$ cat src/rtl/clk_step_ctrl.sv
// rtl/clk_step_ctrl.sv - CPU clock-enable controller with run, halt and single-step modes
module clk_step_ctrl #(
    parameter int unsigned DEB_CYCLES = 1000000
) (
    input  logic        I_CLK,
    input  logic        rst_n,
    input  logic        slow_clk,
    input  logic        btn_step,
    input  logic        sw_run,
    input  logic        halt_in,
    output logic        cpu_ce,
    output logic [1:0]  mode,
    output logic [31:0] ce_count
);

    typedef enum logic [1:0] {
        ST_HALT = 2'b00,
        ST_RUN  = 2'b01,
        ST_STEP = 2'b10
    } state_t;

    localparam logic [23:0] DEB_LAST = 24'(DEB_CYCLES - 1);

    logic [1:0]  slow_sync;
    logic [1:0]  btn_sync;
    logic [1:0]  run_sync;
    logic [1:0]  sync_vld;
    logic        slow_s;
    logic        btn_s;
    logic        run_s;
    logic        slow_q;
    logic        slow_armed;
    logic        tick;
    logic [23:0] deb_cnt;
    logic        deb_lvl;
    logic        step_req;
    state_t      state;
    state_t      state_nxt;
    logic        ce_nxt;

    assign slow_s = slow_sync[1];
    assign btn_s  = btn_sync[1];
    assign run_s  = run_sync[1];

    // Two-flop synchronizers; sync_vld marks when slow_s holds a real sample rather than reset fill
    always_ff @(posedge I_CLK or negedge rst_n) begin
        if (!rst_n) begin
            slow_sync <= '0;
            btn_sync  <= '0;
            run_sync  <= '0;
            sync_vld  <= '0;
        end else begin
            slow_sync <= {slow_sync[0], slow_clk};
            btn_sync  <= {btn_sync[0], btn_step};
            run_sync  <= {run_sync[0], sw_run};
            sync_vld  <= {sync_vld[0], 1'b1};
        end
    end

    // Rising-edge detect; a rise only counts after slow_clk has genuinely been seen low since reset
    always_ff @(posedge I_CLK or negedge rst_n) begin
        if (!rst_n) begin
            slow_q     <= 1'b0;
            slow_armed <= 1'b0;
        end else begin
            slow_q     <= slow_s;
            slow_armed <= slow_armed | (sync_vld[1] & ~slow_s);
        end
    end

    assign tick = slow_armed & slow_s & ~slow_q;

    // Debounce: level flips after DEB_CYCLES consecutive differing samples; rising flip raises step_req
    always_ff @(posedge I_CLK or negedge rst_n) begin
        if (!rst_n) begin
            deb_cnt  <= '0;
            deb_lvl  <= 1'b0;
            step_req <= 1'b0;
        end else begin
            step_req <= 1'b0;
            if (btn_s == deb_lvl) begin
                deb_cnt <= '0;
            end else if (deb_cnt == DEB_LAST) begin
                deb_lvl  <= btn_s;
                deb_cnt  <= '0;
                step_req <= btn_s;
            end else begin
                deb_cnt <= deb_cnt + 24'd1;
            end
        end
    end

    // State register, registered clock-enable pulse and pulse counter
    always_ff @(posedge I_CLK or negedge rst_n) begin
        if (!rst_n) begin
            state    <= ST_HALT;
            cpu_ce   <= 1'b0;
            ce_count <= '0;
        end else begin
            state  <= state_nxt;
            cpu_ce <= ce_nxt;
            if (ce_nxt) begin
                ce_count <= ce_count + 32'd1;
            end
        end
    end

    // Next state and pulse decision, both taken from the pre-change state
    always_comb begin
        state_nxt = state;
        ce_nxt    = 1'b0;
        case (state)
            ST_HALT: begin
                if (halt_in) begin
                    state_nxt = ST_HALT;
                end else if (run_s) begin
                    state_nxt = ST_RUN;
                end else if (step_req) begin
                    state_nxt = ST_STEP;
                end
            end
            ST_RUN: begin
                ce_nxt = tick & ~halt_in;
                if (halt_in || !run_s) begin
                    state_nxt = ST_HALT;
                end
            end
            ST_STEP: begin
                ce_nxt = tick & ~halt_in;
                if (halt_in || tick) begin
                    state_nxt = ST_HALT;
                end
            end
            default: begin
                state_nxt = ST_HALT;
            end
        endcase
    end

    assign mode = state;

endmodule

$ cat config.mk
export PLATFORM = sky130hd
export DESIGN_NAME = clk_step_ctrl
export DESIGN_NICKNAME = d
export VERILOG_FILES = /design/src/rtl/clk_step_ctrl.sv
export SDC_FILE = /design/constraint.sdc
export NUM_CORES = 1
export LEC_CHECK = 0
export ABC_AREA = 0
export BUFFER_PORTS_ARGS = -buffer_cell sky130_fd_sc_hd__buf_2
export CAP_MARGIN = 20
export CORE_MARGIN = 3
export CORE_UTILIZATION = 57
export DETAILED_ROUTE_END_ITERATION = 7
export GPL_TIMING_DRIVEN = 0
export PLACE_DENSITY = 0.87
export SYNTH_ARGS = -nofsm -noshare
export SYNTH_HDL_FRONTEND = slang
export SYNTH_SLANG_ARGS = --single-unit
$ cat constraint.sdc
create_clock -name I_CLK -period 2.09 [get_ports I_CLK]
set_input_delay 0.209 -clock I_CLK [delete_from_list [all_inputs] [get_ports I_CLK]]
set_output_delay 0.209 -clock I_CLK [all_outputs]
set_load 0.01 [all_outputs]
## Yosys cells after proc, flatten, opt, wreduce, memory -nomap -nowiden

Index checks and enable logic that the tools add are counted.
W data, S select, Z words.

| word-level totals | value |
|---|---|
| bits in latches | 0 |
| memories kept | 0 |
| word-level logic and storage cells | 48 |
| input port bits | 6 |
| flip-flop bits (word level) | 71 |
| memory bits (writable) | 0 |
| memory bits (read-only) | 0 |

| operators by class | value |
|---|---|
| reduce and logical (&&, ||, !) cells | 7 |
| equal/unequal tests | 7 |
| bitwise operators | 9 |
| multipliers | 0 |
| magnitude comparators | 0 |
| add/subtract/negate cells | 2 |
| shift operators | 0 |
| div/mod/pow operators | 0 |
| multiplexer cells | 11 |

Operator list:

| operator | number |
|---|---|
| $mux W24 | 2 |
| $add A32 B1 Y32 const B | 1 |
| $add A24 B1 Y24 const B | 1 |
| $eq A24 B20 Y1 const B | 1 |
| $mux W2 | 5 |
| $pmux W2 S3 | 1 |
| $and A1 B1 Y1 | 4 |
| $ne A2 B2 Y1 const B | 2 |
| $ne A4 B4 Y1 const B | 1 |
| $not A1 Y1 | 4 |
| $mux W1 | 3 |
| $reduce_and A3 Y1 | 1 |
| $eq A2 B1 Y1 const B | 1 |
| $eq A2 B2 Y1 const B | 1 |
| $logic_not A2 Y1 | 1 |
| $logic_or A1 B1 Y1 | 2 |
| $reduce_and A2 Y1 | 1 |
| $reduce_or A2 Y1 | 1 |
| $eq A1 B1 Y1 | 1 |
| $logic_not A1 Y1 | 1 |
| $or A1 B1 Y1 | 1 |

## Longest topological paths before layout

| logic depth | value |
|---|---|
| depth after elaboration | 5 |
| depth in mapped cells | 8 |

## Worst setup path after synthesis

OpenSTA, ideal clock, no wires.

| timing | value |
|---|---|
| kind | register -> register |
| from | reg state[0] (netlist: mode[0]) |
| to | reg ce_count[31] |
| setup slack | 0.129 ns |
| path buffers | 1 |
| period minus slack after synthesis | 1.961 ns |
| library setup time | 0.124 ns |
| data arrival time | 1.837 ns |
| stages on the path, launching flop included | 9 |
| path through | dfrtp_1 inv_1 ha_1 nand3b_1 or3_1 clkbuf_1 nor3_4 nand4_1 xnor2_1 |

| between the ends | value |
|---|---|
| longest elaborated chain between the ends | 3 |

Ends and longest elaborated chain:

| what | line | source |
|---|---|---|
| start, declared | 37 | `state_t state;` |
| start signal, assigned | 100 | `state <= state_nxt;` |
| $eq A2 B2 Y1 or $eq A2 B1 Y1 (tied branches) | 112 | `case (state)` |
| $reduce_or A2 Y1 (no source line) * | - |  |
| $mux W1 * | - |  |
| end signal, assigned | 103 | `ce_count <= ce_count + 32'd1;` |
| end, declared | 13 | `output logic [31:0] ce_count` |

Every way passes the cells marked *; elsewhere a longest branch is shown, timed or not.
A chain may end at the register's enable or synchronous reset.

## Final worst setup path

| timing | value |
|---|---|
| from | reg state[1] (netlist: mode[1]) |
| to | reg ce_count[21] |

The elaborated chain is that of the path after synthesis.

==> results.sh <==
export IMPL_static_leakage_power_uw=0.00181
export IMPL_whs_ns=-0.0254
export IMPL_ys_ff_latch=71
export IMPL_via_count=2248
export IMPL_n_fill_cell=342
export IMPL_timing_final_crit_share=0.933
export IMPL_end_kind="flop"
export IMPL_peakVddDrop_v=0.000738
export IMPL_drive_above_1_share=0.222
export IMPL_grt_overflow=0
export IMPL_clk_latency_ns=0.35
export IMPL_worstReg2RegEnd="ce_count[21]$_DFFE_PN0P_"
export IMPL_synthMostInstantiatedCell="dfrtp_1"
export IMPL_postSynth_asyncResetShare=1.00
export IMPL_ff2ff_path_depth=8
export IMPL_cp_max_fo=4
export IMPL_clock_path_buffers=2
export IMPL_tritoncts="yes"
export IMPL_start_util=0.600
export IMPL_tns_ns=0
export IMPL_worst_slew_pin_slew_ns=0.867
export IMPL_fin_nets=344
export IMPL_max_slew_margin=0.422
export IMPL_crit_end="ce_count[21]$_DFFE_PN0P_"
export IMPL_syn_area_um2=3110
export IMPL_grt_pass1_vias=2274
export IMPL_synthTopCellsByArea="dfrtp_1, xnor2_1, xor2_1, nor2_1, nand3_1"
export IMPL_ys_seq_area_frac=0.572
export IMPL_synth_compound_area_share=0.00967
export IMPL_synth_mux_area_fraction=0.00725
export IMPL_cts_buffers=9
export IMPL_violations="negative hold slack"
export IMPL_drc=0
export IMPL_syn_nets=288
export IMPL_drv_slew=0
export IMPL_grt_pass1_wl_um=9990
export IMPL_dieArea_um2=6370
export IMPL_wl_um=5910
export IMPL_diodes=0
export IMPL_p_per_area_nw_per_um2=808
export IMPL_place_congestion=0.793
export IMPL_skew_ns=0.0121
export IMPL_syn_area_per_cell_um2=11.2
export IMPL_min_period_ns=1.95
export IMPL_dp_hpwl_um=3970
export IMPL_placed_cells=387
export IMPL_grt_max_degree=72
export IMPL_core_area_um2=5170
export IMPL_portBuffers=40
export IMPL_rrSetupSlack_ns=0.14
export IMPL_clkSinkCount=71
export IMPL_drt_initial_drc_count=117
export IMPL_synth_top_cell_area_share=0.572
export IMPL_startpoint="mode[1]$_DFFE_PN0P_"
export IMPL_rsz0062_at_grt="yes"
export IMPL_synthSimpleGateAreaFrac=0.226
export IMPL_worstSetupPathType="flop to flop"
export IMPL_fin_util=0.723
export IMPL_outcome="complete, but fails checks"
export IMPL_ys_warn_count=0
export IMPL_setup_viol=0
export IMPL_synth_flop_cell="dfrtp_1"
export IMPL_ios=41
export IMPL_antenna_found_initial=0
export IMPL_area_growth_pct=20.4
export IMPL_ys_top_cells_by_count="dfrtp_1, nor2_1, xnor2_1, nand2_1, xor2_1"
export IMPL_drt_first_pass_iters=4
export IMPL_fin_cells=408
export IMPL_cap_viol_max_count=0
export IMPL_syn_inst=277
export IMPL_die_y_um=79.8
export IMPL_h_tree_depth=3
export IMPL_timing_fmax_mhz=513
export IMPL_cp_data_required_time_ns=2.35
export IMPL_synth_top_family_by_area="simple AND/OR/NAND/NOR gates"
export IMPL_die_x_um=79.8
export IMPL_holdCritPathClass="input port to async pin"
export IMPL_synth_fa_ha_area_frac=0.0201
export IMPL_hold_viol=42
export IMPL_synth_area_leader_cell="dfrtp_1"
export IMPL_crit_path_start_kind="flop"
export IMPL_grt_use_total=0.203
export IMPL_cts_root_buffer="clkbuf_8"
export IMPL_cp_arrival_ns=2.21
export IMPL_synth_edf_count=0
export IMPL_clk_pin_slew_ns=0.07
export IMPL_r2r_start="mode[1]$_DFFE_PN0P_"
export IMPL_synth_xor_area_share=0.152
export IMPL_routedWlPerCell_um=14.5
export IMPL_ys_types=33
export IMPL_via_per_inst=5.51
export IMPL_drtAntennaViolNets=0
export IMPL_num_rows=26
logic make-up after synthesis:
logic type / after synthesis
buffers and inverters: 9
XOR/XNOR: 54
AO/OA/AOI/OAI: 4
other: 1
flip-flops: 71
multiplexers: 2
adder cells (fa/ha/maj): 5
AND/OR/NAND/NOR: 131
timing repair:
item | 4_1_cts | 5_1_grt
hold buffers | 3 | 0
setup buffers | 0 | 3
pin swaps | 1 | 5
resized for setup | 1 | 7
endpoints found under the hold margin | 3 | 0
endpoints found under the setup margin | 5 | 27
layout by cell type, fill, tap and decap left out, types with 4 or more instances in the layout:
cell and count:
clkbuf_8 10, xnor2_1 30, and3_1 7, nand3_1 20, nand4_1 14, nor3_1 6, xor2_1 24, buf_2 39
nor2_1 34, nand2_1 26, inv_1 6, buf_4 4, ha_1 4, dfrtp_1 71
report_power, final:
group	switching [uW]	total [uW]	internal [uW]
sequential	44.4	1460	1420
clock	513	1330	821
combinational	126	222	95.8
state kept, by name, indices dropped and copies added, names as in the netlist:
name,flops
sync_vld,2
ce_count,32
step_req,1
slow_armed,1
cpu_ce,1
btn_sync,2
mode,2
run_sync,2
deb_cnt,24
slow_q,1
slow_sync,2
deb_lvl,1
layer usage:
| layer | share of wire | track usage | vias up |
|---|---|---|---|
| li1 | - | - | 1054 |
| met3 | 0.048 | 0.0429 | 20 |
| met4 | 0.029 | 0.127 | 0 |
| met2 | 0.50 | 0.331 | 65 |
| met1 | 0.42 | 0.245 | 1109 |
| met5 | 0 | 0 | - |
metrics by stage:
stage / area (um2) / total power [uW] / worst slack [ns] / hold slack (ns)
2_1_floorplan: 3110 / 1600 / 0.129 / -0.0866
3_3_place_gp: 3390 / 1680 / 0.0263 / 0.317
3_5_place_dp: 3400 / 1690 / -0.0211 / 0.318
4_1_cts: 3670 / 3030 / -0.0407 / 0.00450
5_1_grt: 3740 / 3140 / -0.0309 / 0.0441
6_report: 3740 / 3020 / 0.141 / -0.0254
critical path: stages (launching register included):
cell and delay, ns:
dfrtp_1 0.39, inv_1 0.10, ha_4 0.28, nand3b_1 0.11, buf_4 0.17, nor4_4 0.24, nand4_1 0.20, nor3_1 0.20
xor2_1 0.18
layout make-up:
| cell class | instances | area (um2) | area share |
|---|---|---|---|
| Timing Repair Buffer | 46 | 255 | 0.0683 |
| Clock buffer | 10 | 138 | 0.0368 |
| Sequential cell | 71 | 1780 | 0.475 |
| Tap cell | 70 | 87.6 | 0.0234 |
| Inverter | 6 | 22.5 | 0.00602 |
| Multi-Input combinational cell | 197 | 1340 | 0.358 |
| Buffer | 2 | 15.0 | 0.00401 |
| Clock inverter | 6 | 108 | 0.0288 |
how the worst min path moves through the flow:
stage | start | endpoint | slack (ns) | cells after the start
2_1_floorplan | rst_n | btn_sync[0]$_DFF_PN0_ | -0.09 | 0
3_3_place_gp | btn_step | btn_sync[0]$_DFF_PN0_ | 0.32 | 1
3_5_place_dp | sw_run | run_sync[0]$_DFF_PN0_ | 0.32 | 1
4_1_cts | rst_n | ce_count[10]$_DFFE_PN0P_ | 0.004 | 1
5_1_grt | rst_n | ce_count[10]$_DFFE_PN0P_ | 0.04 | 1
6_report | rst_n | ce_count[10]$_DFFE_PN0P_ | -0.03 | 1
No activity file was read; power rests on OpenSTA's default activity.
